## config.mk

```make
export PLATFORM = sky130hd
export DESIGN_NAME = freq_seg_display
export DESIGN_NICKNAME = d
export VERILOG_FILES = /design/src/rtl/freq_disp_pkg.sv /design/src/rtl/bin2bcd_seq.sv /design/src/rtl/freq_seg_display.sv
export SDC_FILE = /design/constraint.sdc
export NUM_CORES = 1
export LEC_CHECK = 0
export ABC_AREA = 1
export CORE_MARGIN = 8
export CORE_UTILIZATION = 60
export CTS_CLUSTER_DIAMETER = 150
export DETAILED_ROUTE_END_ITERATION = 7
export HOLD_SLACK_MARGIN = 0.15
export PLACE_DENSITY_LB_ADDON = 0.2
export SLEW_MARGIN = 0
export SYNTH_ARGS = -nofsm -noshare
export SYNTH_HDL_FRONTEND = slang
export SYNTH_SLANG_ARGS = --single-unit
```

## constraint.sdc

```tcl
create_clock -name clk -period 2.65 [get_ports clk]
set_clock_uncertainty 0.2 [all_clocks]
set_input_delay 0.53 -clock clk [delete_from_list [all_inputs] [get_ports clk]]
set_output_delay 0.53 -clock clk [all_outputs]
set_load 0.02 [all_outputs]
```

## src/rtl/freq_disp_pkg.sv

```systemverilog
// Shared types, segment codes and helpers for the frequency display slice.
package freq_disp_pkg;

  localparam int unsigned BIN_W      = 16;
  localparam int unsigned BCD_DIGITS = 5;
  localparam int unsigned BCD_W      = 4 * BCD_DIGITS;

  typedef enum logic [1:0] {IDLE, LOAD, SHIFT, COMMIT} convState_t;

  // Active-low segment codes, bit order {g,f,e,d,c,b,a}
  localparam logic [6:0] SEG_0     = 7'h40;
  localparam logic [6:0] SEG_1     = 7'h79;
  localparam logic [6:0] SEG_2     = 7'h24;
  localparam logic [6:0] SEG_3     = 7'h30;
  localparam logic [6:0] SEG_4     = 7'h19;
  localparam logic [6:0] SEG_5     = 7'h12;
  localparam logic [6:0] SEG_6     = 7'h02;
  localparam logic [6:0] SEG_7     = 7'h78;
  localparam logic [6:0] SEG_8     = 7'h00;
  localparam logic [6:0] SEG_9     = 7'h10;
  localparam logic [6:0] SEG_BLANK = 7'h7F;

  function automatic logic [6:0] segDecode(input logic [3:0] digit);
    logic [6:0] code;
    case (digit)
      4'd0:    code = SEG_0;
      4'd1:    code = SEG_1;
      4'd2:    code = SEG_2;
      4'd3:    code = SEG_3;
      4'd4:    code = SEG_4;
      4'd5:    code = SEG_5;
      4'd6:    code = SEG_6;
      4'd7:    code = SEG_7;
      4'd8:    code = SEG_8;
      4'd9:    code = SEG_9;
      default: code = SEG_BLANK;
    endcase
    return code;
  endfunction

  // Add-3 correction applied to every nibble before each shift.
  function automatic logic [BCD_W-1:0] add3(input logic [BCD_W-1:0] bcd);
    logic [BCD_W-1:0] res;
    res = bcd;
    for (int unsigned i = 0; i < BCD_DIGITS; i++) begin
      if (bcd[4*i +: 4] >= 4'd5) res[4*i +: 4] = bcd[4*i +: 4] + 4'd3;
    end
    return res;
  endfunction

endpackage

```

## src/rtl/bin2bcd_seq.sv

```systemverilog
// Sequential shift-add-3 binary to BCD converter: IDLE -> LOAD -> 16x SHIFT -> COMMIT.
module bin2bcd_seq
  import freq_disp_pkg::*;
(
  input  logic             clk,
  input  logic             rst_n,
  input  logic             start,
  input  logic [BIN_W-1:0] din,
  output logic [BIN_W-1:0] held,
  output logic             busy,
  output logic             done,
  output logic [BCD_W-1:0] bcd
);

  convState_t       stateQ, stateD;
  logic [BIN_W-1:0] shiftQ, shiftD;
  logic [BIN_W-1:0] heldQ, heldD;
  logic [BCD_W-1:0] bcdQ, bcdD;
  logic [BCD_W-1:0] bcdAdj;
  logic [3:0]       cntQ, cntD;
  logic             busyQ, busyD;

  always_ff @(posedge clk or negedge rst_n) begin
    if (!rst_n) begin
      stateQ <= IDLE;
      shiftQ <= '0;
      heldQ  <= '0;
      bcdQ   <= '0;
      cntQ   <= '0;
      busyQ  <= 1'b0;
    end else begin
      stateQ <= stateD;
      shiftQ <= shiftD;
      heldQ  <= heldD;
      bcdQ   <= bcdD;
      cntQ   <= cntD;
      busyQ  <= busyD;
    end
  end

  always_comb begin
    stateD = stateQ;
    shiftD = shiftQ;
    heldD  = heldQ;
    bcdD   = bcdQ;
    cntD   = cntQ;
    busyD  = busyQ;
    bcdAdj = add3(bcdQ);
    unique case (stateQ)
      IDLE: begin
        if (start) stateD = LOAD;
      end
      LOAD: begin
        shiftD = din;
        heldD  = din;
        bcdD   = '0;
        cntD   = '0;
        busyD  = 1'b1;
        stateD = SHIFT;
      end
      SHIFT: begin
        {bcdD, shiftD} = {bcdAdj[BCD_W-2:0], shiftQ, 1'b0};
        cntD           = cntQ + 4'd1;
        if (cntQ == 4'd15) stateD = COMMIT;
      end
      COMMIT: begin
        busyD  = 1'b0;
        stateD = IDLE;
      end
      default: stateD = IDLE;
    endcase
  end

  assign held = heldQ;
  assign busy = busyQ;
  assign done = (stateQ == COMMIT);
  assign bcd  = bcdQ;

endmodule

```

## src/rtl/freq_seg_display.sv

```systemverilog
// Frequency reading to 4-digit multiplexed 7-segment display with Hz/kHz auto-ranging.
// Optional leading-zero blanking in Hz mode when FREQ_DISP_BLANK_EN is defined.
module freq_seg_display
  import freq_disp_pkg::*;
#(
  parameter int unsigned REFRESH_DIV = 12500,
  parameter int unsigned CNT_W       = 14
) (
  input  logic             clk,
  input  logic             rst_n,
  input  logic [BIN_W-1:0] freq,
  output logic [6:0]       seg,
  output logic             dp,
  output logic [3:0]       an,
  output logic             range_khz,
  output logic             busy
);

  logic [BIN_W-1:0] held;
  logic             convStart;
  logic             convDone;
  logic [BCD_W-1:0] bcd;

  assign convStart = (freq != held);

  bin2bcd_seq u_bin2bcd (
    .clk   (clk),
    .rst_n (rst_n),
    .start (convStart),
    .din   (freq),
    .held  (held),
    .busy  (busy),
    .done  (convDone),
    .bcd   (bcd)
  );

  logic [15:0]      dispQ;
  logic             khzQ;
  logic [CNT_W-1:0] preQ;
  logic [1:0]       idxQ;
  logic [6:0]       segQ, segD;
  logic             dpQ, dpD;
  logic [3:0]       anQ, anD;
  logic [3:0]       curDigit;
  logic             blankDigit;
  logic             termCnt;

  assign termCnt = (preQ == CNT_W'(REFRESH_DIV - 1));

  // Display registers only ever load a finished conversion.
  always_ff @(posedge clk or negedge rst_n) begin
    if (!rst_n) begin
      dispQ <= '0;
      khzQ  <= 1'b0;
    end else if (convDone) begin
      if (bcd[19:16] != 4'd0) begin
        dispQ <= bcd[19:4];
        khzQ  <= 1'b1;
      end else begin
        dispQ <= bcd[15:0];
        khzQ  <= 1'b0;
      end
    end
  end

  always_comb begin
    curDigit   = 4'd0;
    blankDigit = 1'b0;
    case (idxQ)
      2'd0:    curDigit = dispQ[3:0];
      2'd1:    curDigit = dispQ[7:4];
      2'd2:    curDigit = dispQ[11:8];
      default: curDigit = dispQ[15:12];
    endcase
`ifdef FREQ_DISP_BLANK_EN
    if (!khzQ) begin
      case (idxQ)
        2'd3:    blankDigit = (dispQ[15:12] == 4'd0);
        2'd2:    blankDigit = (dispQ[15:8] == 8'd0);
        2'd1:    blankDigit = (dispQ[15:4] == 12'd0);
        default: blankDigit = 1'b0;
      endcase
    end
`endif
    segD = blankDigit ? SEG_BLANK : segDecode(curDigit);
    dpD  = !(khzQ && (idxQ == 2'd2));
    anD  = ~(4'b0001 << idxQ);
  end

  // seg/dp/an load together at terminal count so the digit and its pattern switch together.
  always_ff @(posedge clk or negedge rst_n) begin
    if (!rst_n) begin
      preQ <= '0;
      idxQ <= 2'd0;
      segQ <= SEG_BLANK;
      dpQ  <= 1'b1;
      anQ  <= 4'hF;
    end else if (termCnt) begin
      preQ <= '0;
      idxQ <= idxQ + 2'd1;
      segQ <= segD;
      dpQ  <= dpD;
      anQ  <= anD;
    end else begin
      preQ <= preQ + 1'b1;
    end
  end

  assign seg       = segQ;
  assign dp        = dpQ;
  assign an        = anQ;
  assign range_khz = khzQ;

endmodule
```

* Word-level counts from Yosys, hierarchy flattened
Memories as Yosys holds them, arrays and structs flattened. A register that Yosys moved wholly into a read port is not among the register bits. Index checks and enable logic that the tools add are counted.
Word-level totals: register bits 97, ROM bits 112, input port bits 18, logic and storage cells 63, memories kept 1
Memory list:
- (no name shown) | depth 16, width 7, read ports 1, clocked after memory_dff 1, write ports 0, line freq_disp_pkg.sv:25 | case (digit)
Cells by class: add/sub/neg operators 8, order comparisons 5, equality and inequality tests 10, shift-type cells 1, multiplexer cells 16, bitwise gates (word level) 1, reduce and logical (&&, ||, !) cells 9
Operator list (count):
- 20-bit one-hot mux with 2 select lines | 1
- 16-bit one-hot mux with 2 select lines | 1
- 4-bit by 3-bit >= comparator with 1-bit output (second input constant) | 5
- 4-bit by 2-bit adder with 4-bit output (second input constant) | 4
- 16-bit two-way mux | 1
- 4-bit two-way mux | 4
- 16-bit inequality test | 1
- 14-bit by 1-bit adder with 14-bit output (second input constant) | 1
- 14-bit equality test (second input constant) | 1
- 14-bit two-way mux | 1
- 4-bit one-hot mux with 3 select lines | 1
- 2-bit one-hot mux with 4 select lines | 1
- 4-bit one-hot mux with 2 select lines | 1
- 2-bit equality test (second input constant) | 3
- 4-bit by 1-bit adder with 4-bit output (second input constant) | 1
- 2-bit by 1-bit equality test with 1-bit output (second input constant) | 2
- 4-bit equality test (second input constant) | 1
- 2-bit zero test | 2
- 2-bit two-way mux | 2
- 4-bit NOT | 1
- 2-bit nonzero test | 2
- 4-bit nonzero test | 1
- 1-bit by 2-bit left shift with 4-bit output (first input constant) | 1
- 3-bit by 2-bit adder with 3-bit output (second input constant) | 1
- other kinds (9) | 10

* Depth between registers and ports, before layout
Gate-level depths: netlist of run 1.
word-level depth 3, mapped depth 12, gate-level depth less buffers 12

* Hierarchy
From an unflattened synthesis of run 1, not the netlist that was laid out.
Second synthesis, totals: cell total of the unflattened synthesis 698, area, all modules 5660.4 µm²
By module, submodules not included:
- bin2bcd_seq | instances 1, cells an instance 358, area each 2971.6 µm², seq. area each 1476.4 µm²
- freq_seg_display | instances 1, cells an instance 340, area each 2688.8 µm², seq. area each 1141.1 µm²

* Least setup slack after synthesis of run 1
OpenSTA, ideal clock, no wires.
path kind reg2reg, from register idxQ[0], to register segQ[3] (netlist: seg[3]), data arrival time 1.736 ns, setup slack 0.641 ns, cell stages (with the launch flop) 12, buffers on the path 0, cells stage by stage dfrtp_1 -> inv_1 -> ha_1 -> nand2_1 -> nand2_1 -> o21ai_1 -> inv_1 -> ha_1 -> nand2_1 -> nand2_1 -> nand2_1 -> a21oi_1
Between the ends: longest elaborated chain between the ends 2, elaborated cells on any way between the ends 4
Ends and longest elaborated chain:
- start: declaration | line freq_seg_display.sv:40 | logic [1:0] idxQ;
- start signal: assignment | line freq_seg_display.sv:100 | idxQ <= idxQ + 2'd1;
- 2-bit equality test (tied with other cells) | line freq_seg_display.sv:69 | case (idxQ)
- 4-bit one-hot mux with 3 select lines * | line freq_seg_display.sv:69
- end: declaration | line freq_seg_display.sv:41 | logic [6:0] segQ, segD;
Mark *: on every way between the ends. The rest lies on a longest branch, timed or not. A chain may end at the register's enable or synchronous reset.

* Final worst setup path of run 1
Same ends and word-level chain as after synthesis.

==> impl_summary.md, run 1 <==
Setup path
The worst setup path is launched from a register. The number of cells on the worst reg-to-reg path is 11. The endpoint identified for the worst register-to-register timing path is seg[3]. STA classifies the critical path endpoint as a register. The worst register-to-register path begins at idxQ[0]. Of all nets on the critical path, the largest fanout is 6. The worst setup path is of the reg -> reg kind. The data arrival at the endpoint of the critical path is 2.39 ns. The required time of the worst setup path is 2.75 ns. The setup check on the worst reg-to-reg path leaves a slack of 0.36 ns.

STA
Setup violations remaining at the end of the flow were counted as 0. The worst max-slew margin expressed relative to the limit is 59.95%. Setup repair after global routing left no endpoint under its margin. For the pin with the worst max-slew slack, the measured transition is 0.6008 ns. Dividing the final minimum period by the clock period gives 86.33%. The accumulated negative setup slack is 0 ns. Subtracting the final worst setup slack from the clock period gives 2.288 ns. The worst path meets setup with 0.3622 ns of slack. The number of failing hold endpoints at the final stage is 0.

The max-slew violation count came to 0. The maximum achievable frequency is 437.1 MHz.

Floorplanning
The total die area is 12,470 sq um. The floorplan step set the die width to 111.7 um. The initial utilization of the core area, before any placement, comes to 60.57%.

In this run the core area contains 35 standard-cell rows. The region available for standard cell placement spans 9065 sq um. The height of the die is 111.7 um. In this run the count of I/O pins placed on the die edge is 32.

Placed design
After detailed placement, the design holds a cell count of 814. Summed over all nets, the half-perimeter wirelength after detailed placement is 8453 um. The congestion estimate from routability-driven global placement came to 0.8987. OpenSTA, run right after detailed placement, puts the worst setup slack at 0.3851 ns. Buffers placed on the I/O ports in this run total 31.

Synth
The number of flip-flops and latches in the synthesized netlist is 104. The number of enable-type register cells in the synthesized netlist is 0. Dividing the synthesized area by the synthesized cell count gives 8.027 sq um. The netlist uses 40 different library cells.

Summing every instance area after synthesis gives 5490 sq um. The count of synthesis-stage warnings from yosys is 0. After synthesis, the share of flip-flops with an asynchronous set or reset is 100.0%. By area the synthesized netlist is led by sky130_fd_sc_hd__dfrtp_1 (42%), sky130_fd_sc_hd__nand2_1 (12%), sky130_fd_sc_hd__inv_1 (6.1%), sky130_fd_sc_hd__dfstp_2 (5.7%), sky130_fd_sc_hd__ha_1 (5.7%). By count the netlist is led by sky130_fd_sc_hd__nand2_1 (174), sky130_fd_sc_hd__dfrtp_1 (92), sky130_fd_sc_hd__inv_1 (89). Among all cell types in the netlist, the one instantiated most often is sky130_fd_sc_hd__nand2_1. The primary flip-flop cell chosen by synthesis mapping is sky130_fd_sc_hd__dfrtp_1. The number of nets in the synthesized netlist is 727. The fraction of post-synthesis cell area in the top cell type by area is 41.93%. The synthesized netlist cell count is 684.

The top cell type by total area after synthesis is sky130_fd_sc_hd__dfrtp_1. For this run, the register share of the synthesized area comes to 47.68%.

GRT
Global routing used 19.76% of the available tracks. The global-route wire length before repair is 20,580 um. The pin count of the biggest net entering global routing is 46.

The initial antenna violation count came to 0. After global routing the overflow that remains totals 0. The number of global-route vias before repair came to 4,495.

Cells and area
The repair_antennas step left the layout with diodes totalling 0. The count of nets after finishing is 758. The fraction of final layout cells sized beyond drive strength 1 is 7.917%. Cells fill 68.01% of the core in the end. The non-filler instance count after layout is 831.

The area growth from synthesis to final layout is 12.28%.

Worst hold path
The worst min-delay path startpoint is seg[4]. The class of the tightest hold or removal check is reg -> reg. The worst hold path was traced through 2 stages. The worst hold path terminates at seg[4].

Detailed routing
In the routed layout, each cell is associated on average with a via count of 5.469. The count of nets left with antenna violations once routing finished came out at 0. In the routed design, unresolved DRC markers number 0. The first-pass detailed-route iteration total is 5. The via total after detailed routing is 4,545. Wires add up to 11,700 um.

In the final routed layout, each cell accounts on average for 14.07 um. The detailed router finished its first iteration with 341 violations.

Clock network
The H-tree was split into 3 levels. The cell chosen for the clock root is sky130_fd_sc_hd__clkbuf_8. CTS saw 104 sinks. The maximum buffer depth of the clock tree is 2. The clock-pin slew of the registers on the worst-case setup and hold paths is 0.11 ns. The CTS tree is yes.

The later pin in the worst-skew pair is clocked with a latency of 0.37 ns. The count of cells resized by post-cts repair is 0. The number of CTS-inserted buffers is 9.

Run status
The run finished with clean final reports.

Power and ir drop
The leakage power total is 2.959 nW. The power per unit of standard cell area is 886.8 nW/um^2. IR analysis of the VDD net gives a maximum drop of 889.8 uV. The total design power is 0.005467 W.

Run
The tool flagged a number of max-cap violations equal to 0.
==> repair_timing <==
| action | 4_1_cts | 5_1_grt |
|---|---|---|
| setup buffers | 0 | 0 |
| hold buffers | 1 | 0 |
| endpoints found under the setup margin | 0 | 0 |
| endpoints found under the hold margin | 39 | 0 |
==> state kept, by name, summed over array words and instances, names as in the netlist <==
register	flops
an	4
dispQ	16
dp	1
idxQ	2
preQ	14
range_khz	1
seg	7
u_bin2bcd.bcd	20
u_bin2bcd.busy	1
u_bin2bcd.cntQ	4
u_bin2bcd.held	16
u_bin2bcd.shiftQ	16
u_bin2bcd.stateQ	2
==> critical path: stages (launching register included) <==
cell and delay, ns:
sky130_fd_sc_hd__dfrtp_1 0.45, sky130_fd_sc_hd__inv_1 0.09, sky130_fd_sc_hd__ha_1 0.28, sky130_fd_sc_hd__nand2_1 0.09, sky130_fd_sc_hd__nand2_1 0.05, sky130_fd_sc_hd__o21ai_1 0.30
sky130_fd_sc_hd__inv_1 0.15, sky130_fd_sc_hd__ha_1 0.32, sky130_fd_sc_hd__nand2_1 0.05, sky130_fd_sc_hd__nand2_1 0.05, sky130_fd_sc_hd__nand2_1 0.05, sky130_fd_sc_hd__a21oi_1 0.14
==> worst max path at each step <==
stage                   to  slack (ns)  depth (start not counted)     from
finish              seg[3]        0.36                         11  idxQ[0]
global route        seg[3]        0.14                         11  idxQ[0]
CTS                 seg[3]        0.36                         11  idxQ[0]
detailed placement  seg[3]        0.39                         11  idxQ[0]
global placement    seg[3]        0.54                         11  idxQ[0]
floorplan           seg[3]        0.64                         11  idxQ[0]
==> area by class of cell <==
class                   instances  area [sq um]
inverters                      92         345.3
multi-input cells             466          2414
fillers                       752          2900
repair buffers                 42         405.4
clock inverters                 7         120.1
clock buffers                   9         123.9
well taps                     111         138.9
flip-flops and latches        104          2618
==> kinds of logic (layout without fill, tap and decap cells) <==
logic type | after synthesis | count (layout) | share of synthesized area [%]
fa+ha+maj | 25 | 25 | 5.697
buf+inv | 114 | 150 | 8.364
flops | 104 | 104 | 47.68
simple gates | 282 | 282 | 21.35
compound gates | 148 | 148 | 15.11
xor+xnor | 10 | 10 | 1.595
mux | 1 | 1 | 0.2051
==> power by group <==
| group | total (W) | leakage (nW) | internal (W) | switching (W) |
|---|---|---|---|---|
| combinational | 0.00202 | 1.54 | 0.000733 | 0.00128 |
| clock | 0.00119 | 0.119 | 0.000629 | 0.000565 |
| sequential | 0.00225 | 1.30 | 0.00200 | 0.000253 |
==> per-layer routing <==
layer	routed length (um)	vias to the layer above	global-route usage [%]
li1	-	2273	-
met1	5444	2169	25.03
met2	5672	85	32.92
met3	390	18	3.896
met4	188	0	7.019
met5	0	-	0
==> metrics by stage <==
step	area (sq um)	hold WS (ns)
after floorplan	5490	0.03441
after global placement	5911	0.2606
after detailed placement	5911	0.2570
after CTS	6165	0.2723
after global routing	6165	0.3053
final	6165	0.2720
==> placed cells by master, fill, tap and decap left out, types with 2 or more instances in the layout <==
cell type / n
sky130_fd_sc_hd__nand2_1: 174
sky130_fd_sc_hd__dfrtp_1: 92
sky130_fd_sc_hd__inv_1: 89
sky130_fd_sc_hd__nor2_1: 60
sky130_fd_sc_hd__a21oi_1: 58
sky130_fd_sc_hd__o21ai_0: 56
sky130_fd_sc_hd__clkdlybuf4s50_1: 30
sky130_fd_sc_hd__ha_1: 25
sky130_fd_sc_hd__nand3_1: 17
sky130_fd_sc_hd__o211ai_1: 17
sky130_fd_sc_hd__dfstp_2: 12
sky130_fd_sc_hd__buf_4: 10
sky130_fd_sc_hd__nand4_1: 9
sky130_fd_sc_hd__clkbuf_8: 9
sky130_fd_sc_hd__xor2_1: 8
sky130_fd_sc_hd__nor3_1: 5
sky130_fd_sc_hd__o22ai_1: 5
sky130_fd_sc_hd__or2_2: 4
sky130_fd_sc_hd__inv_2: 3
sky130_fd_sc_hd__nor4_1: 3
sky130_fd_sc_hd__o221ai_1: 3
sky130_fd_sc_hd__bufinv_16: 3
sky130_fd_sc_hd__nand2_2: 2
sky130_fd_sc_hd__nor3_2: 2
sky130_fd_sc_hd__xnor2_1: 2
sky130_fd_sc_hd__nand3b_1: 2
sky130_fd_sc_hd__clkinv_4: 2
(Power assumes the default switching activity.)
==> run 2, diff against run 1 <==
- CORE_MARGIN: 8 -> 4
==> run 2 against run 1 <==
Compared with the run above: cell count shrank 0.24%; first-iteration DRC count decreased by 34%; setup slack better by 0.050 ns; sequential share of layout area increased by 0.14 points; combinational power is essentially flat; critical endpoint unchanged.
==> impl_summary.md, run 2 (synthesized netlist as in run 1, its figures left out) <==
Run status
The flow ran to the end, and the final reports show no timing, DRC or antenna violations.

Cells and area
The count of nets after finishing was 759 (+0.13%). The number of antenna cells inserted was 0 (unchanged). The core utilization of the finished layout came to 69.78% (+1.8 points). The fraction of final layout cells sized beyond drive strength 1 is 7.628% (-0.29 points).

The number of flip-flops under the largest register name is 20 (unchanged). The most common library cell in the layout ignoring fill and taps is sky130_fd_sc_hd__nand2_1. Leaving out fill and tap cells, the most frequent cells in the layout are sky130_fd_sc_hd__nand2_1 (174), sky130_fd_sc_hd__dfrtp_1 (92), sky130_fd_sc_hd__inv_1 (89). Relative to the synthesized area, the layout overhead comes to 11.92%.

Detailed routing
The remaining antenna violation count after routing is 0 (unchanged). The DRC violation total after the first TritonRoute iteration was 225 (-34%). The via total after detailed routing is 4,537 (-0.18%). The routed length per placed instance is 14.03 um (-0.31%). The first-pass detailed-route iteration total was 5 (unchanged). The sum of routed wire length over all layers is 11,630 um (-0.55%). The DRC violation count after routing is 0 (unchanged). The routed via count divided by cell count is 5.473 (about the same).

STA
The share of the cycle needed by the critical path after routing was 84.44% (-1.9 points). The number of setup violations in the final report came to 0 (unchanged). The final critical delay including setup and external delays is 2.238 ns (-0.05010 ns). The max-slew violation count is 0 (unchanged). The worst max-slew margin expressed relative to the limit is 52.88% (-7.1 points). The accumulated negative setup slack was 0 ns (unchanged). Setup repair after global routing left no endpoint under its margin. The slew at the pin closest to its max-slew limit is 0.7060 ns (+0.1052 ns). The maximum achievable frequency is 446.9 MHz (+2.2%). The number of failing hold endpoints at the final stage is 0 (unchanged).

Setup path
The endpoint of the worst-slack reg-to-reg timing path is seg[3]. The family with the most delay on the worst path is adder cells. The critical path starts at idxQ[0].

The maximum net fanout on the critical path is 6 (unchanged). The source of the worst register-to-register timing path is idxQ[0]. The worst setup path is launched from a register. STA classifies the critical path endpoint as a register. The number of stages on the worst setup path is 11 (unchanged). The data arrival at the endpoint of the critical path was 2.32 ns (-0.07 ns). The number of buffer and inverter instances along the worst setup path is 2 (unchanged). The worst setup path is of the reg -> reg kind.

The register-to-register path setup slack is 0.41 ns (+0.05 ns). For this design, the slowest cell found on the critical path is sky130_fd_sc_hd__dfrtp_1. The cell type with the highest occurrence count on the critical path is sky130_fd_sc_hd__nand2_1.

The most critical setup path has its endpoint at seg[3]. The number of cells on the worst reg-to-reg path was 11 (unchanged). Walking the worst path, the cells encountered are inv_1 -> ha_1 -> nand2_1 -> nand2_1 -> o21ai_1 -> inv_1 -> ha_1 -> nand2_1 -> nand2_1 -> nand2_1 -> a21oi_1. The required time of the worst setup path came to 2.74 ns (about the same).

The delay of the slowest critical-path stage is 0.44 ns (about the same).

Clock network
The cell chosen for the clock root is sky130_fd_sc_hd__clkbuf_8. The number of post-CTS setup repair buffers came to 0 (unchanged). The clock-pin slew of the registers on the worst-case setup and hold paths came to 0.09 ns (-0.02 ns). The number of CTS-inserted buffers is 9 (unchanged). The clock latency on the worst-skew pair is 0.36 ns (about the same). The clock sink count was 104 (unchanged). The maximum buffer depth of the clock tree came to 2 (unchanged). The CTS tree is yes. The count of H-tree levels built during CTS was 3 (unchanged).

Power and ir drop
The power per unit of standard cell area is 870.1 nW/um^2 (-1.9%). The total design power is 0.005346 W (-2.2%). The highest ir drop seen on vdd was 645.8 uV (-27%). The leakage power total is 2.950 nW (-0.32%).

Floorplanning
The effective utilization at floorplan is 62.35% (+1.8 points). The height of the die was 103.7 um (-7.2%). The number of rows created at floorplan is 34 (-2.9%). The core outline area is 8806 sq um (-2.9%).

The total die area was 10,740 sq um (-14%). The top-level port count is 32 (unchanged). The die span in x was 103.7 um (-7.2%).

GRT
The initial antenna violation count is 0 (unchanged). The pin count of the biggest net entering global routing is 48 (+4.3%). The number of global-route vias before repair came to 4,391 (-2.3%). The global-route wire length before repair is 20,180 um (-1.9%). The total grt overflow is 0 (unchanged). The combined global-route utilization of all metal layers is 22.43% (+2.7 points).

Worst hold path
The depth of the worst hold-timing path came to 2 (unchanged). The class of the tightest hold or removal check is reg -> reg. The startpoint identified for the worst hold timing path is seg[4].

Placed design
The placer congestion estimate is 0.8997 (+0.11%). The estimated wirelength of the detail-placed design is 8454 um (about the same). The quantity of I/O buffers inserted on ports is 31 (unchanged).

Run
The max-cap violation count is 0 (unchanged).
==> run 2: changes by cell type in the layout (fill, tap and decap cells not counted) <==
cell | before | now
sky130_fd_sc_hd__bufinv_16 | 3 | 2
sky130_fd_sc_hd__clkbuf_1 | 0 | 3
sky130_fd_sc_hd__clkinv_4 | 2 | 0
sky130_fd_sc_hd__buf_12 | 1 | 2
==> run 2: final cells by class <==
| cell class | count | area, sq um |
|---|---|---|
| Timing Repair Buffer | 43 | 425.4 |
| Clock buffer | 12 | 135.1 |
| Clock inverter | 4 | 72.57 |
| Tap cell | 108 | 135.1 |
| Multi-Input combinational cell | 466 | 2414 |
| Inverter | 92 | 345.3 |
| Sequential cell | 104 | 2618 |
| Fill cell | 689 | 2661 |
==> run 2: through the flow <==
step | cells | area [sq um] | hold WS [ns] | worst slack, ns
floorplan | 684 | 5490 | 0.03441 | 0.6406
global placement | 812 | 5927 | 0.2612 | 0.5349
detailed placement | 812 | 5927 | 0.2645 | 0.4306
CTS | 829 | 6145 | 0.2798 | 0.3918
global route | 829 | 6145 | 0.2973 | 0.2133
finish | 829 | 6145 | 0.2750 | 0.4123
==> run 2: power by group <==
part	switching [W]	total (W)	internal (W)	leakage (nW)
Combinational	0.00130	0.00203	0.000731	1.55
Clock	0.000520	0.00105	0.000533	0.101
Sequential	0.000264	0.00227	0.00200	1.30
==> run 2: worst reg2reg max path: stages, from the launching register on <==
cell	delay, ns
sky130_fd_sc_hd__dfrtp_1	0.44
sky130_fd_sc_hd__inv_1	0.09
sky130_fd_sc_hd__ha_1	0.28
sky130_fd_sc_hd__nand2_1	0.09
sky130_fd_sc_hd__nand2_1	0.05
sky130_fd_sc_hd__o21ai_1	0.27
sky130_fd_sc_hd__inv_1	0.14
sky130_fd_sc_hd__ha_1	0.32
sky130_fd_sc_hd__nand2_1	0.05
sky130_fd_sc_hd__nand2_1	0.06
sky130_fd_sc_hd__nand2_1	0.05
sky130_fd_sc_hd__a21oi_1	0.14
==> run 2: worst min path at each step <==
stage | endpoint | slack (ns)
floorplan | dispQ[0] | 0.03
global placement | seg[4] | 0.26
detailed placement | seg[4] | 0.26
CTS | seg[4] | 0.28
global route | seg[4] | 0.30
finish | seg[4] | 0.28
==> run 2: what timing repair did <==
item | in CTS | in global routing
endpoints found under the hold margin | 32 | 0
hold buffers | 1 | 0
gates resized for setup | 0 | 0
setup endpoints to repair | 0 | 0
==> run 2: layer usage <==
metal	global-route usage [%]	vias to the layer above	share of wire (%)
li1	-	2280	-
met1	30.95	2150	47
met2	37.15	94	48
met3	2.674	13	3.1
met4	7.407	0	1.1
met5	0	-	0
